`config.mk`:
```
export PLATFORM = sky130hd
export DESIGN_NAME = lsu
export DESIGN_NICKNAME = d
export VERILOG_FILES = /design/src/rtl/lsu_pkg.sv /design/src/rtl/lsu_align.sv /design/src/rtl/lsu.sv
export SDC_FILE = /design/constraint.sdc
export NUM_CORES = 1
export LEC_CHECK = 0
export CAP_MARGIN = 30
export CORE_MARGIN = 3
export CORE_UTILIZATION = 41
export DETAILED_ROUTE_END_ITERATION = 6
export PLACE_DENSITY = 0.76
export SLEW_MARGIN = 30
export SYNTH_ARGS = -nofsm -noshare
export SYNTH_HDL_FRONTEND = slang
export SYNTH_SLANG_ARGS = --single-unit
```
`constraint.sdc`:
```
create_clock -name clk -period 2.75 [get_ports clk]
set_input_delay 0.825 -clock clk [delete_from_list [all_inputs] [get_ports clk]]
set_output_delay 0.825 -clock clk [all_outputs]
set_load 0.005 [all_outputs]
```
`src/rtl/lsu_pkg.sv`:
```
// Shared LSU definitions: datapath widths, RV32I load/store funct3 codes, FSM states, captured request.
package lsu_pkg;

    localparam int unsigned XLEN   = 32;
    localparam int unsigned NLANES = XLEN / 8;

    localparam logic [2:0] F3_B  = 3'b000;
    localparam logic [2:0] F3_H  = 3'b001;
    localparam logic [2:0] F3_W  = 3'b010;
    localparam logic [2:0] F3_BU = 3'b100;
    localparam logic [2:0] F3_HU = 3'b101;

    typedef enum logic [1:0] {
        ST_IDLE = 2'b00,
        ST_REQ  = 2'b01,
        ST_WAIT = 2'b10,
        ST_DONE = 2'b11
    } lsu_state_e;

    typedef struct packed {
        logic            we;
        logic [2:0]      funct3;
        logic [XLEN-1:0] addr;
        logic [XLEN-1:0] wdata;
    } lsu_req_t;

endpackage

```
`src/rtl/lsu_align.sv`:
```
// Combinational lane logic: fault decode, store strobes/replication, load lane select and extension.
module lsu_align
    import lsu_pkg::*;
(
    input  logic              we_i,
    input  logic [2:0]        funct3_i,
    input  logic [1:0]        addr_lo_i,
    input  logic [XLEN-1:0]   wdata_i,
    input  logic [XLEN-1:0]   rdata_i,
    output logic              fault_o,
    output logic [NLANES-1:0] wstrb_o,
    output logic [XLEN-1:0]   wdata_o,
    output logic [XLEN-1:0]   rdata_o
);

    logic [7:0]  ld_byte;
    logic [15:0] ld_half;

    // Illegal funct3 or misaligned half/word access
    always_comb begin
        fault_o = 1'b0;
        case (funct3_i)
            F3_B:    fault_o = 1'b0;
            F3_H:    fault_o = addr_lo_i[0];
            F3_W:    fault_o = |addr_lo_i;
            F3_BU:   fault_o = we_i;
            F3_HU:   fault_o = we_i | addr_lo_i[0];
            default: fault_o = 1'b1;
        endcase
    end

    // Store strobes and lane-replicated write data
    always_comb begin
        wstrb_o = '0;
        wdata_o = wdata_i;
        case (funct3_i)
            F3_B: begin
                wdata_o = {NLANES{wdata_i[7:0]}};
                if (we_i) wstrb_o = NLANES'(1) << addr_lo_i;
            end
            F3_H: begin
                wdata_o = {2{wdata_i[15:0]}};
                if (we_i) wstrb_o = NLANES'(3) << {addr_lo_i[1], 1'b0};
            end
            F3_W: begin
                if (we_i) wstrb_o = '1;
            end
            default: wstrb_o = '0;
        endcase
    end

    // Load lane select followed by sign/zero extension
    always_comb begin
        ld_byte = rdata_i[7:0];
        case (addr_lo_i)
            2'd0: ld_byte = rdata_i[7:0];
            2'd1: ld_byte = rdata_i[15:8];
            2'd2: ld_byte = rdata_i[23:16];
            2'd3: ld_byte = rdata_i[31:24];
            default: ld_byte = rdata_i[7:0];
        endcase
        ld_half = addr_lo_i[1] ? rdata_i[31:16] : rdata_i[15:0];
        case (funct3_i)
            F3_B:    rdata_o = {{24{ld_byte[7]}}, ld_byte};
            F3_H:    rdata_o = {{16{ld_half[15]}}, ld_half};
            F3_BU:   rdata_o = {24'd0, ld_byte};
            F3_HU:   rdata_o = {16'd0, ld_half};
            default: rdata_o = rdata_i;
        endcase
    end

endmodule

```
`src/rtl/lsu.sv`:
```
// Load/store unit: captures one access, runs it over the valid/ready bus and returns extended load data.
module lsu
    import lsu_pkg::*;
(
    input  logic              clk,
    input  logic              rst_n,
    input  logic              lsu_req_ip,
    input  logic              lsu_we_ip,
    input  logic [2:0]        lsu_funct3_ip,
    input  logic [XLEN-1:0]   lsu_addr_ip,
    input  logic [XLEN-1:0]   lsu_wdata_ip,
    output logic              lsu_busy_op,
    output logic              lsu_done_op,
    output logic              lsu_fault_op,
    output logic [XLEN-1:0]   lsu_rdata_op,
    output logic              mem_valid_op,
    input  logic              mem_ready_ip,
    output logic              mem_we_op,
    output logic [XLEN-1:0]   mem_addr_op,
    output logic [NLANES-1:0] mem_wstrb_op,
    output logic [XLEN-1:0]   mem_wdata_op,
    input  logic              mem_rvalid_ip,
    input  logic [XLEN-1:0]   mem_rdata_ip
);

    lsu_state_e        state_q, state_d;
    lsu_req_t          req_q, req_d;
    logic              done_q, done_d;
    logic              fault_q, fault_d;
    logic [XLEN-1:0]   rdata_q, rdata_d;

    logic              sel_we;
    logic [2:0]        sel_funct3;
    logic [1:0]        sel_addr_lo;
    logic [XLEN-1:0]   sel_wdata;
    logic              al_fault;
    logic [NLANES-1:0] al_wstrb;
    logic [XLEN-1:0]   al_wdata;
    logic [XLEN-1:0]   al_rdata;

    // Lane logic sees the incoming request while idle so faults resolve in the capture cycle
    always_comb begin
        if (state_q == ST_IDLE) begin
            sel_we      = lsu_we_ip;
            sel_funct3  = lsu_funct3_ip;
            sel_addr_lo = lsu_addr_ip[1:0];
            sel_wdata   = lsu_wdata_ip;
        end else begin
            sel_we      = req_q.we;
            sel_funct3  = req_q.funct3;
            sel_addr_lo = req_q.addr[1:0];
            sel_wdata   = req_q.wdata;
        end
    end

    lsu_align u_align (
        .we_i      (sel_we),
        .funct3_i  (sel_funct3),
        .addr_lo_i (sel_addr_lo),
        .wdata_i   (sel_wdata),
        .rdata_i   (mem_rdata_ip),
        .fault_o   (al_fault),
        .wstrb_o   (al_wstrb),
        .wdata_o   (al_wdata),
        .rdata_o   (al_rdata)
    );

    // State and result registers
    always_ff @(posedge clk or negedge rst_n) begin
        if (!rst_n) begin
            state_q <= ST_IDLE;
            req_q   <= '0;
            done_q  <= 1'b0;
            fault_q <= 1'b0;
            rdata_q <= '0;
        end else begin
            state_q <= state_d;
            req_q   <= req_d;
            done_q  <= done_d;
            fault_q <= fault_d;
            rdata_q <= rdata_d;
        end
    end

    // Next-state logic; bus handshakes only matter in their own state
    always_comb begin
        state_d = state_q;
        case (state_q)
            ST_IDLE: if (lsu_req_ip) state_d = al_fault ? ST_DONE : ST_REQ;
            ST_REQ:  if (mem_ready_ip) state_d = ST_WAIT;
            ST_WAIT: if (mem_rvalid_ip) state_d = ST_DONE;
            ST_DONE: state_d = ST_IDLE;
            default: state_d = ST_IDLE;
        endcase
    end

    // Capture, completion results and bus drive
    always_comb begin
        req_d        = req_q;
        done_d       = 1'b0;
        fault_d      = 1'b0;
        rdata_d      = rdata_q;
        mem_valid_op = 1'b0;
        mem_we_op    = 1'b0;
        mem_addr_op  = '0;
        mem_wstrb_op = '0;
        mem_wdata_op = '0;
        case (state_q)
            ST_IDLE: begin
                if (lsu_req_ip) begin
                    req_d = '{we: lsu_we_ip, funct3: lsu_funct3_ip,
                              addr: lsu_addr_ip, wdata: lsu_wdata_ip};
                    if (al_fault) begin
                        done_d  = 1'b1;
                        fault_d = 1'b1;
                        rdata_d = '0;
                    end
                end
            end
            ST_REQ: begin
                mem_valid_op = 1'b1;
                mem_we_op    = req_q.we;
                mem_addr_op  = {req_q.addr[XLEN-1:2], 2'b00};
                mem_wstrb_op = al_wstrb;
                mem_wdata_op = al_wdata;
            end
            ST_WAIT: begin
                if (mem_rvalid_ip) begin
                    done_d  = 1'b1;
                    rdata_d = req_q.we ? '0 : al_rdata;
                end
            end
            default: ;
        endcase
    end

    assign lsu_busy_op  = ((state_q == ST_IDLE) & lsu_req_ip)
                        | (state_q == ST_REQ) | (state_q == ST_WAIT);
    assign lsu_done_op  = done_q;
    assign lsu_fault_op = fault_q;
    assign lsu_rdata_op = rdata_q;

endmodule

```
# After elaboration in Yosys (flattened, before gate mapping)
# Cells that the tools add are included.
# Widths: inputs -> output; s select.
word_totals:
  reg_bits: 104
  input_bits: 105
  output_inout_bits: 105
  word_cells: 69
classes:
  n_eq_ne: 14
  shift: 2
  muxes: 33
  bitwise_logic: 4
  n_reduce_logical: 8
ops:
  columns: ["operator", "count"]
  rows:
  - ["$mux 32", 7]
  - ["$pmux 32 s2", 2]
  - ["$pmux 32 s4", 1]
  - ["$pmux 8 s4", 1]
  - ["$mux 16", 1]
  - ["$mux 4", 4]
  - ["$pmux 4 s3", 1]
  - ["$mux 2", 5]
  - ["$eq 2x2->1 const B", 4]
  - ["$ne 2x2->1 const B", 4]
  - ["$pmux 2 s4", 1]
  - ["$mux 1", 7]
  - ["$eq 3x3->1 const B", 2]
  - ["$pmux 1 s5", 1]
  - ["$eq 2x1->1 const B", 2]
  - ["$logic_not 2->1", 2]
  - ["$reduce_and 4->1", 1]
  - ["$shl 1x2->4 const A", 1]
  - ["$shl 2x2->4 const A", 1]
  - ["$eq 3x1->1 const B", 1]
  - ["$eq 3x2->1 const B", 1]
  - ["$logic_not 3->1", 1]
  - ["$mux 3", 1]
  - ["$or 1x1->1", 3]
  - ["other kinds (6)", 6]

# Logic depth before layout (Yosys ltp)
depth:
  ltp_word: 8
  depth_mapped: 11
  depth_no_buf: 7

# Modules after synthesis
# From an unflattened synthesis, not the netlist that was laid out.
hier_totals:
  hier_cells: 610
  area_unflattened_um2: 6311.1
modules_own_cells:
  columns: ["module", "n_inst", "cells_per_inst", "area_per_inst_um2", "seq_area_each_um2"]
  rows:
  - ["lsu", 1, 426, 5121.2, 2602.5]
  - ["lsu_align", 1, 184, 1189.9, 0.0]

# Worst setup path before layout
# OpenSTA, ideal clock, no wires.
synth_timing:
  path_kind: "in2out"
  from: "input lsu_funct3_ip[2]"
  to: "output mem_wdata_op[13]"
  arrival_time_ns: 1.978
  t_required_ns: 1.925
  path_slack_ns: -0.053
  cell_stages: 7
  n_path_buf: 2
  path_cell_list: "clkbuf_1 > nor2_1 > a21oi_1 > nor2_1 > buf_2 > nor2_1 > a211oi_1"
synth_via:
  elab_chain_cells: 4
  word_cells_on_any_way: 5
  classes_between: "eq/ne: 1; mux: 3; reduce/logical: 1"
synth_lines:
  columns: ["item", "line_no", "rtl"]
  rows:
  - ["start: declaration", "lsu.sv:9", "input logic [2:0] lsu_funct3_ip,"]
  - ["$mux 3 (*)", "lsu.sv:43", "if (state_q == ST_IDLE) begin"]
  - ["$eq 3x1->1 / $logic_not 3->1 (equally long branches)", "lsu_align.sv:36", "case (funct3_i)"]
  - ["$pmux 32 s2 (*)", "lsu_align.sv:36", null]
  - ["$mux 32 (*)", "lsu.sv:108", "case (state_q)"]
  - ["end: declaration", "lsu.sv:21", "output logic [XLEN-1:0] mem_wdata_op,"]
# Mark *: on every way between the ends. The rest lies on a longest branch, timed or not.

# Worst setup path after layout
layout_timing:
  from: "register state_q[0]"
  to: "output mem_wdata_op[25]"
layout_via:
  elab_chain_cells: 5
  word_cells_on_any_way: 8
  classes_between: "eq/ne: 2; mux: 4; reduce/logical: 2"
layout_lines:
  columns: ["item", "line_no", "rtl"]
  rows:
  - ["start: declaration", "lsu.sv:26", "lsu_state_e state_q, state_d;"]
  - ["start signal: assignment", "lsu.sv:77", "state_q <= state_d;"]
  - ["$logic_not 2->1", "lsu.sv:43", null]
  - ["$mux 3", "lsu.sv:43", null]
  - ["$eq 3x1->1 / $logic_not 3->1 (equally long branches)", "lsu_align.sv:36", null]
  - ["$pmux 32 s2", "lsu_align.sv:36", null]
  - ["$mux 32 (*)", "lsu.sv:108", null]
# Marked as above.

==> results_tabular.tex <==
\begin{tabular}{lr}
\hline
Metric & Value \\
\hline
\multicolumn{2}{l}{\textbf{Status}} \\
Outcome & complete, but fails checks \\
Failing checks & setup timing \\
\multicolumn{2}{l}{\textbf{Power}} \\
Net Sw Frac & 40.7\% \\
Fraction of power consumed by the clock network & 9.8\% \\
Leakage power of the design & 4.21 nW \\
Peak supply drop & 0.000793 V \\
Portion of total power attributed to combinational logic & 68.9\% \\
Seq pwr share & 21.3\% \\
Power density over the cells & 1290 nW/µm² \\
Internal power consumption & 7.53 mW \\
Switching power of the nets & 5.16 mW \\
\multicolumn{2}{l}{\textbf{Global route}} \\
Global Route Usage Sum & 25.7\% \\
Vias in the first global route & 6,095 \\
GRT overflow & 0 \\
First-pass GRT wire length & 32.5 mm \\
Pin count of the biggest net entering global routing & 70 \\
Antenna violations before repair & 3 \\
\multicolumn{2}{l}{\textbf{Timing}} \\
FMAX & 333 MHz \\
Final Slew Violations & 0 \\
Final number of hold-violating endpoints & 0 \\
Worst Max-Slew Pin Slew & 0.901 ns \\
Shortest clock period the worst path allows after layout & 3.00 ns \\
Post-Route Skew & 0.00861 ns \\
Number of setup violations in the final report & 36 \\
Headroom to the max-slew limit & 40.0\% \\
Tcrit/Tclk final & 109\% \\
Setup slack after layout & -0.252 ns \\
Setup repair after global routing missed its margin & true \\
\multicolumn{2}{l}{\textbf{Critical path}} \\
Capturing element type of the critical path & primary output \\
Arrival time at the worst endpoint & 2.18 ns \\
Max Fanout on Critical Path & 8 \\
Startpoint kind of the worst setup timing path & flop \\
Classification of the worst setup path & flop to primary output \\
Ordered cell list for the critical path & inv\_2 -> ha\_4 -> buf\_8 -> buf\_12 -> mux2i\_4 -> buf\_6 -> nor2\_2 -> a21oi\_1 -> a211oi\_1 -> buf\_2 \\
R2R depth & 9 \\
Slowest cell on the critical path & sky130\_fd\_sc\_hd\_\_dfrtp\_1 \\
Worst stage delay on the critical path & 0.40 ns \\
CP required & 1.93 ns \\
\multicolumn{2}{l}{\textbf{Routing}} \\
Vias per cell & 5.63 \\
Detailed Route WL & 21.2 mm \\
Final routed DRC violation total & 0 \\
Total iterations of the first detailed-routing run & 5 \\
Total vias in the final route & 5,837 \\
Wire length per cell after detailed routing & 20.5 µm \\
DRT antenna net count & 0 \\
Initial DRC count & 374 \\
\multicolumn{2}{l}{\textbf{Min path}} \\
Path class of the lowest-slack min-delay path & input pin to async pin \\
\multicolumn{2}{l}{\textbf{Job}} \\
Maximum Capacitance Violations & 0 \\
\multicolumn{2}{l}{\textbf{Die}} \\
Initial core utilization & 42.4\% \\
Die Footprint & 16,000 µm² \\
Row count & 43 \\
Horizontal die dimension & 126 µm \\
Die Y & 126 µm \\
Top-level I/O count & 210 \\
Placeable core area & 14,000 µm² \\
\multicolumn{2}{l}{\textbf{Clock network}} \\
Count of hold buffers inserted by post-cts repair & 0 \\
Clock tree sinks & 104 \\
Longest Clk Path Bufs & 2 \\
TritonCTS clock tree & done \\
Clock buffers created by TritonCTS & 9 \\
Root Driver & sky130\_fd\_sc\_hd\_\_clkbuf\_16 \\
H-tree level count & 3 \\
Reg clk slew, reported paths & 0.08 ns \\
Clk\_lat worst skew & 0.36 ns \\
\multicolumn{2}{l}{\textbf{Yosys}} \\
Portion of synthesized cell area occupied by the leading cell type & 43.7\% \\
Post-synthesis compound-gate area fraction & 19.0\% \\
Share of the synthesized netlist area taken by xor and xnor gates & 0\% \\
Most used flip-flop cell after synthesis & sky130\_fd\_sc\_hd\_\_dfrtp\_1 \\
Syn. warnings & 0 \\
Simple-gate portion of the synthesized area & 13.1\% \\
Multiplexer area fraction after synthesis & 19.1\% \\
Cells after Synth & 571 \\
Top post-synthesis cells by area & sky130\_fd\_sc\_hd\_\_dfrtp\_1, sky130\_fd\_sc\_hd\_\_mux2\_2, sky130\_fd\_sc\_hd\_\_a211oi\_1, sky130\_fd\_sc\_hd\_\_nor2\_1, sky130\_fd\_sc\_hd\_\_mux2i\_1 \\
Sequential element share of the synthesized area & 43.7\% \\
Largest family of logic cells by synthesized area & multiplexers \\
Flip-flop and latch count after synthesis & 104 \\
Number of flops mapped to enable cells by yosys & 0 \\
Average footprint of a synthesized cell & 10.4 µm² \\
Summed instance area of the synthesized netlist & 5950 µm² \\
Share of synthesized flip-flops with an asynchronous set or reset & 100\% \\
Post-synth top area cell & sky130\_fd\_sc\_hd\_\_dfrtp\_1 \\
Adder-cell share of the synthesized area & 0.631\% \\
Synth unique cells & 50 \\
\multicolumn{2}{l}{\textbf{Placement}} \\
Half-perimeter wire length after placement & 14.1 mm \\
DP Worst Slack & -0.856 ns \\
Final estimated routing congestion in global placement & 0.934 \\
Input/output buffers & 207 \\
\multicolumn{2}{l}{\textbf{Final layout}} \\
Commonest non-fill, non-tap cell in the layout & sky130\_fd\_sc\_hd\_\_clkdlybuf4s50\_1 \\
Area added between synthesis and finish & 65.1\% \\
Share of layout cells above drive strength 1 & 44.3\% \\
Post-layout nets & 958 \\
Leading cell types in the layout, fill and taps excluded & sky130\_fd\_sc\_hd\_\_clkdlybuf4s50\_1, sky130\_fd\_sc\_hd\_\_dfrtp\_1, sky130\_fd\_sc\_hd\_\_mux2\_2 \\
Fillers & 978 \\
Fin util & 70.0\% \\
\hline
\end{tabular}
==> power by group through the flow <==
| stage | Sequential [mW] | Clock, mW | Combinational (mW) |
|---|---|---|---|
| floorplan | 2.57 | 0 | 3.62 |
| global placement | 2.60 | 0 | 6.58 |
| detailed placement | 2.65 | 0 | 6.72 |
| CTS | 2.67 | 1.27 | 8.25 |
| global route | 2.78 | 1.34 | 9.29 |
| finish | 2.70 | 1.25 | 8.74 |
==> kinds of logic after synthesis <==
family                   count (synthesis)
other                                    1
AND/OR/NAND/NOR                        163
AO/OA/AOI/OAI                          145
multiplexers                           101
flip-flops                             104
buffers and inverters                   54
adder cells (fa/ha/maj)                  3
==> timing repair <==
item,in CTS,in global routing
pin swaps,38,19
endpoints found under the hold margin,0,0
setup endpoints to repair,75,53
gates resized for setup,332,89
gates cloned,7,1
buffers inserted,31,11
==> path summary, 6_finish.rpt <==
path / start / endpoint / slack (ns)
worst max-delay path: state_q[0]$_DFFE_PN0P_ / mem_wdata_op[25] / -0.25
worst min-delay path: rst_n / lsu_rdata_op[0]$_DFFE_PN0P_ / 0.37
worst min register to register: lsu_rdata_op[1]$_DFFE_PN0P_ / lsu_rdata_op[1]$_DFFE_PN0P_ / 0.48
worst max register to register: state_q[0]$_DFFE_PN0P_ / lsu_rdata_op[10]$_DFFE_PN0P_ / 0.11
min in group clk: lsu_rdata_op[1]$_DFFE_PN0P_ / lsu_rdata_op[1]$_DFFE_PN0P_ / 0.48
max in group asynchronous: rst_n / req_q[42]$_DFFE_PN0P_ / 1.70
==> critical path, delay by kind of cell, from the launching register on <==
kind	cells	cell delay, ns
adder cells (fa/ha/maj)	1	0.24
buffers and inverters	5	0.68
multiplexers	1	0.29
AO/OA/AOI/OAI	2	0.20
flip-flops	1	0.40
AND/OR/NAND/NOR	1	0.03
==> per-layer routing <==
layer  global-route usage (%)  wire (µm)  vias to the layer above
li1                         -          -                     2640
met1                     30.7       8270                     2886
met2                     43.2      10400                      265
met3                     8.42       1940                       44
met4                     9.59        560                        2
met5                        0         13                        -
==> synth_stat cells, drive strengths merged, types with 17 or more instances <==
library cell / number
mux2: 81
buf: 26
mux2i: 20
dfrtp: 104
nand2: 32
a211oi: 41
o211ai: 17
and2: 30
o21ai: 19
o31ai: 25
a21oi: 17
clkbuf: 19
nor2: 65
==> stage by stage <==
stage	power, mW	std cells	TNS [ns]	hold slack (ns)	cell area [µm²]
floorplan	6.19	572	0	0.471	5960
global placement	9.18	979	-27.75	0.463	8650
detailed placement	9.37	979	-28.41	0.467	8650
CTS	12.2	1028	-5.55	0.364	9730
global route	13.4	1035	-8.33	0.378	9820
finish	12.7	1036	-5.51	0.365	9820
==> state kept, by name, indices dropped and copies added, names as in the netlist <==
register	cells
lsu_done_op	1
lsu_fault_op	1
lsu_rdata_op	32
req_q	68
state_q	2
==> final cells by class <==
| class | count | area [µm²] | area share [%] |
|---|---|---|---|
| multi-input combinational | 414 | 3710 | 37.7 |
| antenna | 1 | 2.50 | 0.0255 |
| timing repair buffer | 312 | 2970 | 30.2 |
| clock buffer | 11 | 233 | 2.37 |
| sequential | 104 | 2600 | 26.5 |
| inverter | 9 | 33.8 | 0.344 |
| clock inverter | 5 | 48.8 | 0.497 |
| tap | 180 | 225 | 2.29 |
Note: power is estimated with default switching activity, not from simulation.
